===== src/rtl/motor_pwm_timebase.sv =====
// rtl/motor_pwm_timebase.sv - prescaled PWM timebase with staged, wrap-aligned parameter shadow registers
module motor_pwm_timebase #(
    parameter int SIZE          = 16,
    parameter int PRESCALE_BITS = 8
) (
    input  logic                     i_clk,
    input  logic                     i_reset,
    input  logic                     i_enable,
    input  logic [PRESCALE_BITS-1:0] i_prescale,
    input  logic [SIZE-1:0]          i_period,
    input  logic [SIZE-1:0]          i_duty0,
    input  logic [SIZE-1:0]          i_duty1,
    input  logic [SIZE-1:0]          i_duty2,
    input  logic [SIZE-1:0]          i_deadband,
    input  logic                     i_load,
    input  logic                     i_commit,
    output logic [SIZE-1:0]          o_counter,
    output logic [SIZE-1:0]          o_period,
    output logic [SIZE-1:0]          o_duty0,
    output logic [SIZE-1:0]          o_duty1,
    output logic [SIZE-1:0]          o_duty2,
    output logic [SIZE-1:0]          o_deadband,
    output logic                     o_zero,
    output logic                     o_pending,
    output logic                     o_updated
);

    logic [PRESCALE_BITS-1:0] presc_q, presc_d;
    logic [SIZE-1:0] counter_q, counter_d;
    logic [SIZE-1:0] period_q, period_d, duty0_q, duty0_d, duty1_q, duty1_d;
    logic [SIZE-1:0] duty2_q, duty2_d, deadband_q, deadband_d;
    logic [SIZE-1:0] stg_period_q, stg_period_d, stg_duty0_q, stg_duty0_d;
    logic [SIZE-1:0] stg_duty1_q, stg_duty1_d, stg_duty2_q, stg_duty2_d;
    logic [SIZE-1:0] stg_deadband_q, stg_deadband_d;
    logic            zero_q, zero_d, pending_q, pending_d, updated_q, updated_d;
    logic            tick, wrap, apply;
    logic [SIZE-1:0] last_count;

    function automatic logic [SIZE-1:0] clamp(input logic [SIZE-1:0] val, input logic [SIZE-1:0] lim);
        return (val > lim) ? lim : val;
    endfunction

    always_comb begin
        // Period 0 behaves as period 1, so the last count value is 0 in both cases
        last_count = (period_q == '0) ? '0 : period_q - SIZE'(1);
        // >= keeps the prescaler from running away if i_prescale drops below the current count
        tick       = i_enable && (presc_q >= i_prescale);
        wrap       = !i_enable || (tick && (counter_q >= last_count));
        apply      = pending_q && wrap;

        presc_d        = presc_q;
        counter_d      = counter_q;
        zero_d         = 1'b0;
        period_d       = period_q;
        duty0_d        = duty0_q;
        duty1_d        = duty1_q;
        duty2_d        = duty2_q;
        deadband_d     = deadband_q;
        stg_period_d   = stg_period_q;
        stg_duty0_d    = stg_duty0_q;
        stg_duty1_d    = stg_duty1_q;
        stg_duty2_d    = stg_duty2_q;
        stg_deadband_d = stg_deadband_q;

        if (!i_enable) begin
            presc_d   = '0;
            counter_d = '0;
        end else begin
            presc_d = tick ? '0 : presc_q + PRESCALE_BITS'(1);
            if (wrap)
                counter_d = '0;
            else if (tick)
                counter_d = counter_q + SIZE'(1);
            zero_d = wrap;
        end

        pending_d = i_commit || (pending_q && !apply);
        updated_d = apply;

        // Transfer reads staging as it stood before this edge; a same-cycle load lands after
        if (apply) begin
            period_d   = stg_period_q;
            duty0_d    = clamp(stg_duty0_q, stg_period_q);
            duty1_d    = clamp(stg_duty1_q, stg_period_q);
            duty2_d    = clamp(stg_duty2_q, stg_period_q);
            deadband_d = clamp(stg_deadband_q, stg_period_q);
        end

        if (i_load) begin
            stg_period_d   = i_period;
            stg_duty0_d    = i_duty0;
            stg_duty1_d    = i_duty1;
            stg_duty2_d    = i_duty2;
            stg_deadband_d = i_deadband;
        end
    end

    always_ff @(posedge i_clk or posedge i_reset) begin
        if (i_reset) begin
            presc_q        <= '0;
            counter_q      <= '0;
            period_q       <= '0;
            duty0_q        <= '0;
            duty1_q        <= '0;
            duty2_q        <= '0;
            deadband_q     <= '0;
            stg_period_q   <= '0;
            stg_duty0_q    <= '0;
            stg_duty1_q    <= '0;
            stg_duty2_q    <= '0;
            stg_deadband_q <= '0;
            zero_q         <= 1'b0;
            pending_q      <= 1'b0;
            updated_q      <= 1'b0;
        end else begin
            presc_q        <= presc_d;
            counter_q      <= counter_d;
            period_q       <= period_d;
            duty0_q        <= duty0_d;
            duty1_q        <= duty1_d;
            duty2_q        <= duty2_d;
            deadband_q     <= deadband_d;
            stg_period_q   <= stg_period_d;
            stg_duty0_q    <= stg_duty0_d;
            stg_duty1_q    <= stg_duty1_d;
            stg_duty2_q    <= stg_duty2_d;
            stg_deadband_q <= stg_deadband_d;
            zero_q         <= zero_d;
            pending_q      <= pending_d;
            updated_q      <= updated_d;
        end
    end

    assign o_counter  = counter_q;
    assign o_period   = period_q;
    assign o_duty0    = duty0_q;
    assign o_duty1    = duty1_q;
    assign o_duty2    = duty2_q;
    assign o_deadband = deadband_q;
    assign o_zero     = zero_q;
    assign o_pending  = pending_q;
    assign o_updated  = updated_q;

endmodule


===== config.mk =====
export PLATFORM = sky130hd
export DESIGN_NAME = motor_pwm_timebase
export DESIGN_NICKNAME = d
export VERILOG_FILES = /design/src/rtl/motor_pwm_timebase.sv
export SDC_FILE = /design/constraint.sdc
export NUM_CORES = 1
export LEC_CHECK = 0
export ABC_AREA = 1
export CORE_ASPECT_RATIO = 0.7
export CORE_MARGIN = 1
export CORE_UTILIZATION = 59
export CTS_CLUSTER_DIAMETER = 200
export DETAILED_ROUTE_END_ITERATION = 16
export PLACE_DENSITY = 0.87
export SLEW_MARGIN = 20
export SYNTH_ARGS = -nofsm -noshare
export SYNTH_HDL_FRONTEND = slang
export SYNTH_SLANG_ARGS = --single-unit

===== constraint.sdc =====
create_clock -name i_clk -period 16.5 [get_ports i_clk]
set_input_delay 3.3 -clock i_clk [delete_from_list [all_inputs] [get_ports i_clk]]
set_output_delay 3.3 -clock i_clk [all_outputs]
set_load 0.01 [all_outputs]

==> results list <==
- The worst setup path is launched from a primary input.
- Count of pins on the block boundary: 192
- In this run, synthesis produced a sequential element count of 187.
- The floorplan step set the die height to about 120 um.
- The tool flagged a number of max-cap violations equal to 0.
- Number of sinks on the clock net: 187
- Number of max-slew violations in the final report: 0
* Post-synth cell types: 38
* Leak: 7.166 nW
- The finished cells cover 14210 sq um.
* Buffers on Ports: 191
* Half-perimeter wire length after detailed placement: approximately 23 mm
- Share of cells above drive strength 1: 17.90%
- For this block, the routed nets add up to 32.50 mm of wire.
- Worst slack on hold paths: slightly above 0.5 ns
- In this run the standard cell core region covers 19080 sq um.
- Power spread over the standard cell area amounts to 109.0 nW/um^2.
- Total Die Area: 20290 sq um
- Counting the buffers created by CTS gives 17.
- Most used cell, CP: sky130_fd_sc_hd__nand2_1
* Number of cells produced by synthesis: 1321
- Setup Viol. Count Final: 0
- TritonCTS built the clock tree.
* CTS H-Tree Depth: 4
- After clock tree synthesis, the clock-pin slew on the worst setup and hold paths is 0.07 ns.
- In this run the mean area of a mapped cell was 8.805 sq um.
- Clock buffer depth: 2
* Part of the cycle the worst path needs: 38.43%
- Across the whole layout, storage elements account for 4679 sq um.
* Overall power after layout: 1.549 mW
- Synthesis warning total: 0
- The first global-routing pass estimated 50.58 mm of wire.
* Vias: approximately 10000
- The initial antenna violation count came to 0.
- Compared with the post-synthesis result, the final layout area differs by 22.17%.
* Routed wirelength normalized by instance count: 18.39 um
- The final hold violation count is 0.
* Placed cell area: 13550 sq um
- Walking the worst path, the cells encountered are clkdlybuf4s50_1, inv_1, ha_1, a21o_1, nor2_4, nand3_2, nand2_1, inv_1, nand2_2, nand2_4, nand2_8, buf_4, nand2_1, nand2_1.
* DRT Pass-1 Iters: 5
* Vias/cell: 5.724
* Setup Crit Path Kind: primary input to flop
- Counting every net in the synthesized netlist gives between 1500 and 2000.
- Sum of negative setup slack: 0 ns
- Summing all multi-input logic gate instances after layout gives ~6300 sq um.
- Status: finished, final reports clean
- Global routing finished with a remaining overflow of 0.
- In the final design database the tool counted 1675 nets.
* Tot GR Track Use: 32.59%
* DRT iter0 DRCs: 926
* Final weighted congestion in routability-driven placement: 0.9188
- Number of global-route vias before repair: 9828
- On the critical path, the stage with the largest delay is an instance of sky130_fd_sc_hd__buf_4.
- Row generation in the floorplan step produced 42 rows.
* Postcts setup bufs: 0
- Min cycle time layout: 6.340 ns
- Mapped Area: between 10000 and 15000 sq um
- Summing the sequential cell areas from Yosys gives 40.23% of the chip area.
- The worst pin sits at a relative slew slack of ~44%.
- Number of nets still failing antenna checks after routing: 0
- Number of filler cells placed in the layout: ~1300
* Final routed DRC violation total: 0
* Diodes inserted: 0
* Worst hold-check path type: flop to flop
* Data required time of the worst path: 16.88 ns
* CP endpoint kind: flop
* Critical Path Max Stage Delay: 0.76 ns
- Clk_lat worst skew: 0.45 ns
- CTS Hold Buffers Added: 0
- At the placement stage, the worst setup path has a slack of 9.783 ns.
- Maximum number of pins on one net before global-route repair: 100
* CTS Root Buffer Type: sky130_fd_sc_hd__clkbuf_16
- Setup repair after global routing left no endpoint under its margin.
- VDD sags by at most between 0.05 and 0.06 mV.
- In this run, post-CTS repair resized a total of 0 instances.
- Maximum clock frequency: ~160 MHz
- Largest fanout on the critical path: 45
* Largest clock skew in the final design: ~0.011 ns
- Data arrival time at the worst-slack endpoint: 6.72 ns
* Initial Util: 60.97%
- In this run the horizontal extent of the chip is 169.8 um.
- Least-Margin Pin Slew: around 0.84 ns
- In the post-route analysis, the smallest setup slack over all paths is 10.16 ns.
final timing paths:
kind / start / end / slack, ns / depth (start not counted)
max: i_prescale[7] / o_period[2]$_DFFE_PP0P_ / 10.16 / 14
min: presc_q[0]$_DFF_PP0_ / presc_q[0]$_DFF_PP0_ / 0.52 / 1
max reg2reg: o_period[4]$_DFFE_PP0P_ / o_period[2]$_DFFE_PP0P_ / 11.72 / 23
min reg2reg: presc_q[0]$_DFF_PP0_ / presc_q[0]$_DFF_PP0_ / 0.52 / 1
max in group asynchronous: i_reset / o_period[10]$_DFFE_PP0P_ / 11.40 / 4
min in group asynchronous: i_reset / presc_q[5]$_DFF_PP0_ / 3.27 / 2
cells in the mapped netlist, drive strengths merged:
cell type | number | area [sq um]
o21bai | 3 | 22.52
nand2 | 521 | 2695
nor3b | 3 | 22.52
o21a | 2 | 15.01
mux2 | 61 | 686.9
or2 | 6 | 37.54
a21o | 3 | 22.52
nor4 | 2 | 18.77
a21oi | 43 | 230.2
nor3 | 13 | 65.06
clkinv | 1 | 3.750
dfrtp | 187 | 4679
and3 | 1 | 6.260
o21ai | 35 | 175.2
nand3 | 121 | 620.6
nor2 | 63 | 249.0
clkbuf | 14 | 52.55
buf | 31 | 307.8
inv | 91 | 341.6
ha | 92 | 1151
nand4 | 12 | 87.58
xor2 | 16 | 140.1
sequential cells by signal, indices dropped and copies added (netlist names):
signal and cells:
o_counter 16, o_deadband 16, o_duty0 16, o_duty1 16, o_duty2 16, o_period 16
stg_deadband_q 16, stg_duty0_q 16, stg_duty1_q 16, stg_duty2_q 16, stg_period_q 16, presc_q 8
o_pending 1, o_updated 1, o_zero 1
logic make-up (layout without fill, tap and decap cells):
| family | count (synthesis) | in the layout | share of synthesized area, % |
|---|---|---|---|
| adders and majority gates | 92 | 92 | 9.897 |
| AOI/OAI and AO/OA | 86 | 86 | 4.002 |
| xor gates and xnor gates | 16 | 16 | 1.205 |
| DFF | 187 | 187 | 40.23 |
| muxes | 61 | 61 | 5.906 |
| and+or+nand+nor | 742 | 742 | 32.69 |
| buffers and inverters | 137 | 319 | 6.067 |
critical path: cells and delay by family:
family                     cells  cell delay (ns)
adders and majority gates      1             0.31
and+or+nand+nor                8             1.45
buffers and inverters          4             1.32
AOI/OAI and AO/OA              1             0.21
report_power, final:
part | switching (mW) | internal (mW)
combinational | 0.247 | 0.223
sequential | 0.0913 | 0.524
clock | 0.189 | 0.275
stage by stage:
step,cells,utilization (%)
after floorplan,1321,-
after global placement,1735,71.04
after detailed placement,1735,71.04
after CTS,1767,74.45
after global routing,1767,74.49
final,1767,74.49
area by class of cell:
class / instances / area share (%)
clock buffer: 19 / 3.117
inverter: 92 / 2.465
multi-input combinational: 997 / 43.99
timing repair buffer: 195 / 13.70
tap: 264 / 2.325
clock inverter: 13 / 1.470
sequential: 187 / 32.93
per-layer routing:
layer	track usage [%]	vias to the layer above	part of all wire [%]	wire length (um)
li1	-	4631	-	-
met1	44.05	4817	41	13300
met2	49.62	556	45	14560
met3	8.308	111	10	3404
met4	14.08	0	3.8	1233
met5	0	-	0	0
placed cells by master, fill, tap and decap left out, types with 3 or more instances in the layout:
cell type	count
sky130_fd_sc_hd__nand2_1	373
sky130_fd_sc_hd__clkdlybuf4s50_1	190
sky130_fd_sc_hd__dfrtp_1	187
sky130_fd_sc_hd__nand3_1	118
sky130_fd_sc_hd__ha_1	92
sky130_fd_sc_hd__inv_1	84
sky130_fd_sc_hd__nand2_2	76
sky130_fd_sc_hd__nand2_4	71
sky130_fd_sc_hd__mux2_2	61
sky130_fd_sc_hd__nor2_1	60
sky130_fd_sc_hd__a21oi_1	41
sky130_fd_sc_hd__o21ai_0	33
sky130_fd_sc_hd__clkbuf_16	17
sky130_fd_sc_hd__xor2_1	16
sky130_fd_sc_hd__nor3_1	13
sky130_fd_sc_hd__nand4_1	10
sky130_fd_sc_hd__inv_2	6
sky130_fd_sc_hd__or2_2	6
sky130_fd_sc_hd__inv_6	5
sky130_fd_sc_hd__bufinv_16	5
sky130_fd_sc_hd__a21o_1	3
sky130_fd_sc_hd__nand3_2	3
sky130_fd_sc_hd__o21bai_1	3
sky130_fd_sc_hd__nor3b_1	3
sky130_fd_sc_hd__clkinv_2	3
sky130_fd_sc_hd__buf_4	3
Power figures use the tool's default switching activity.
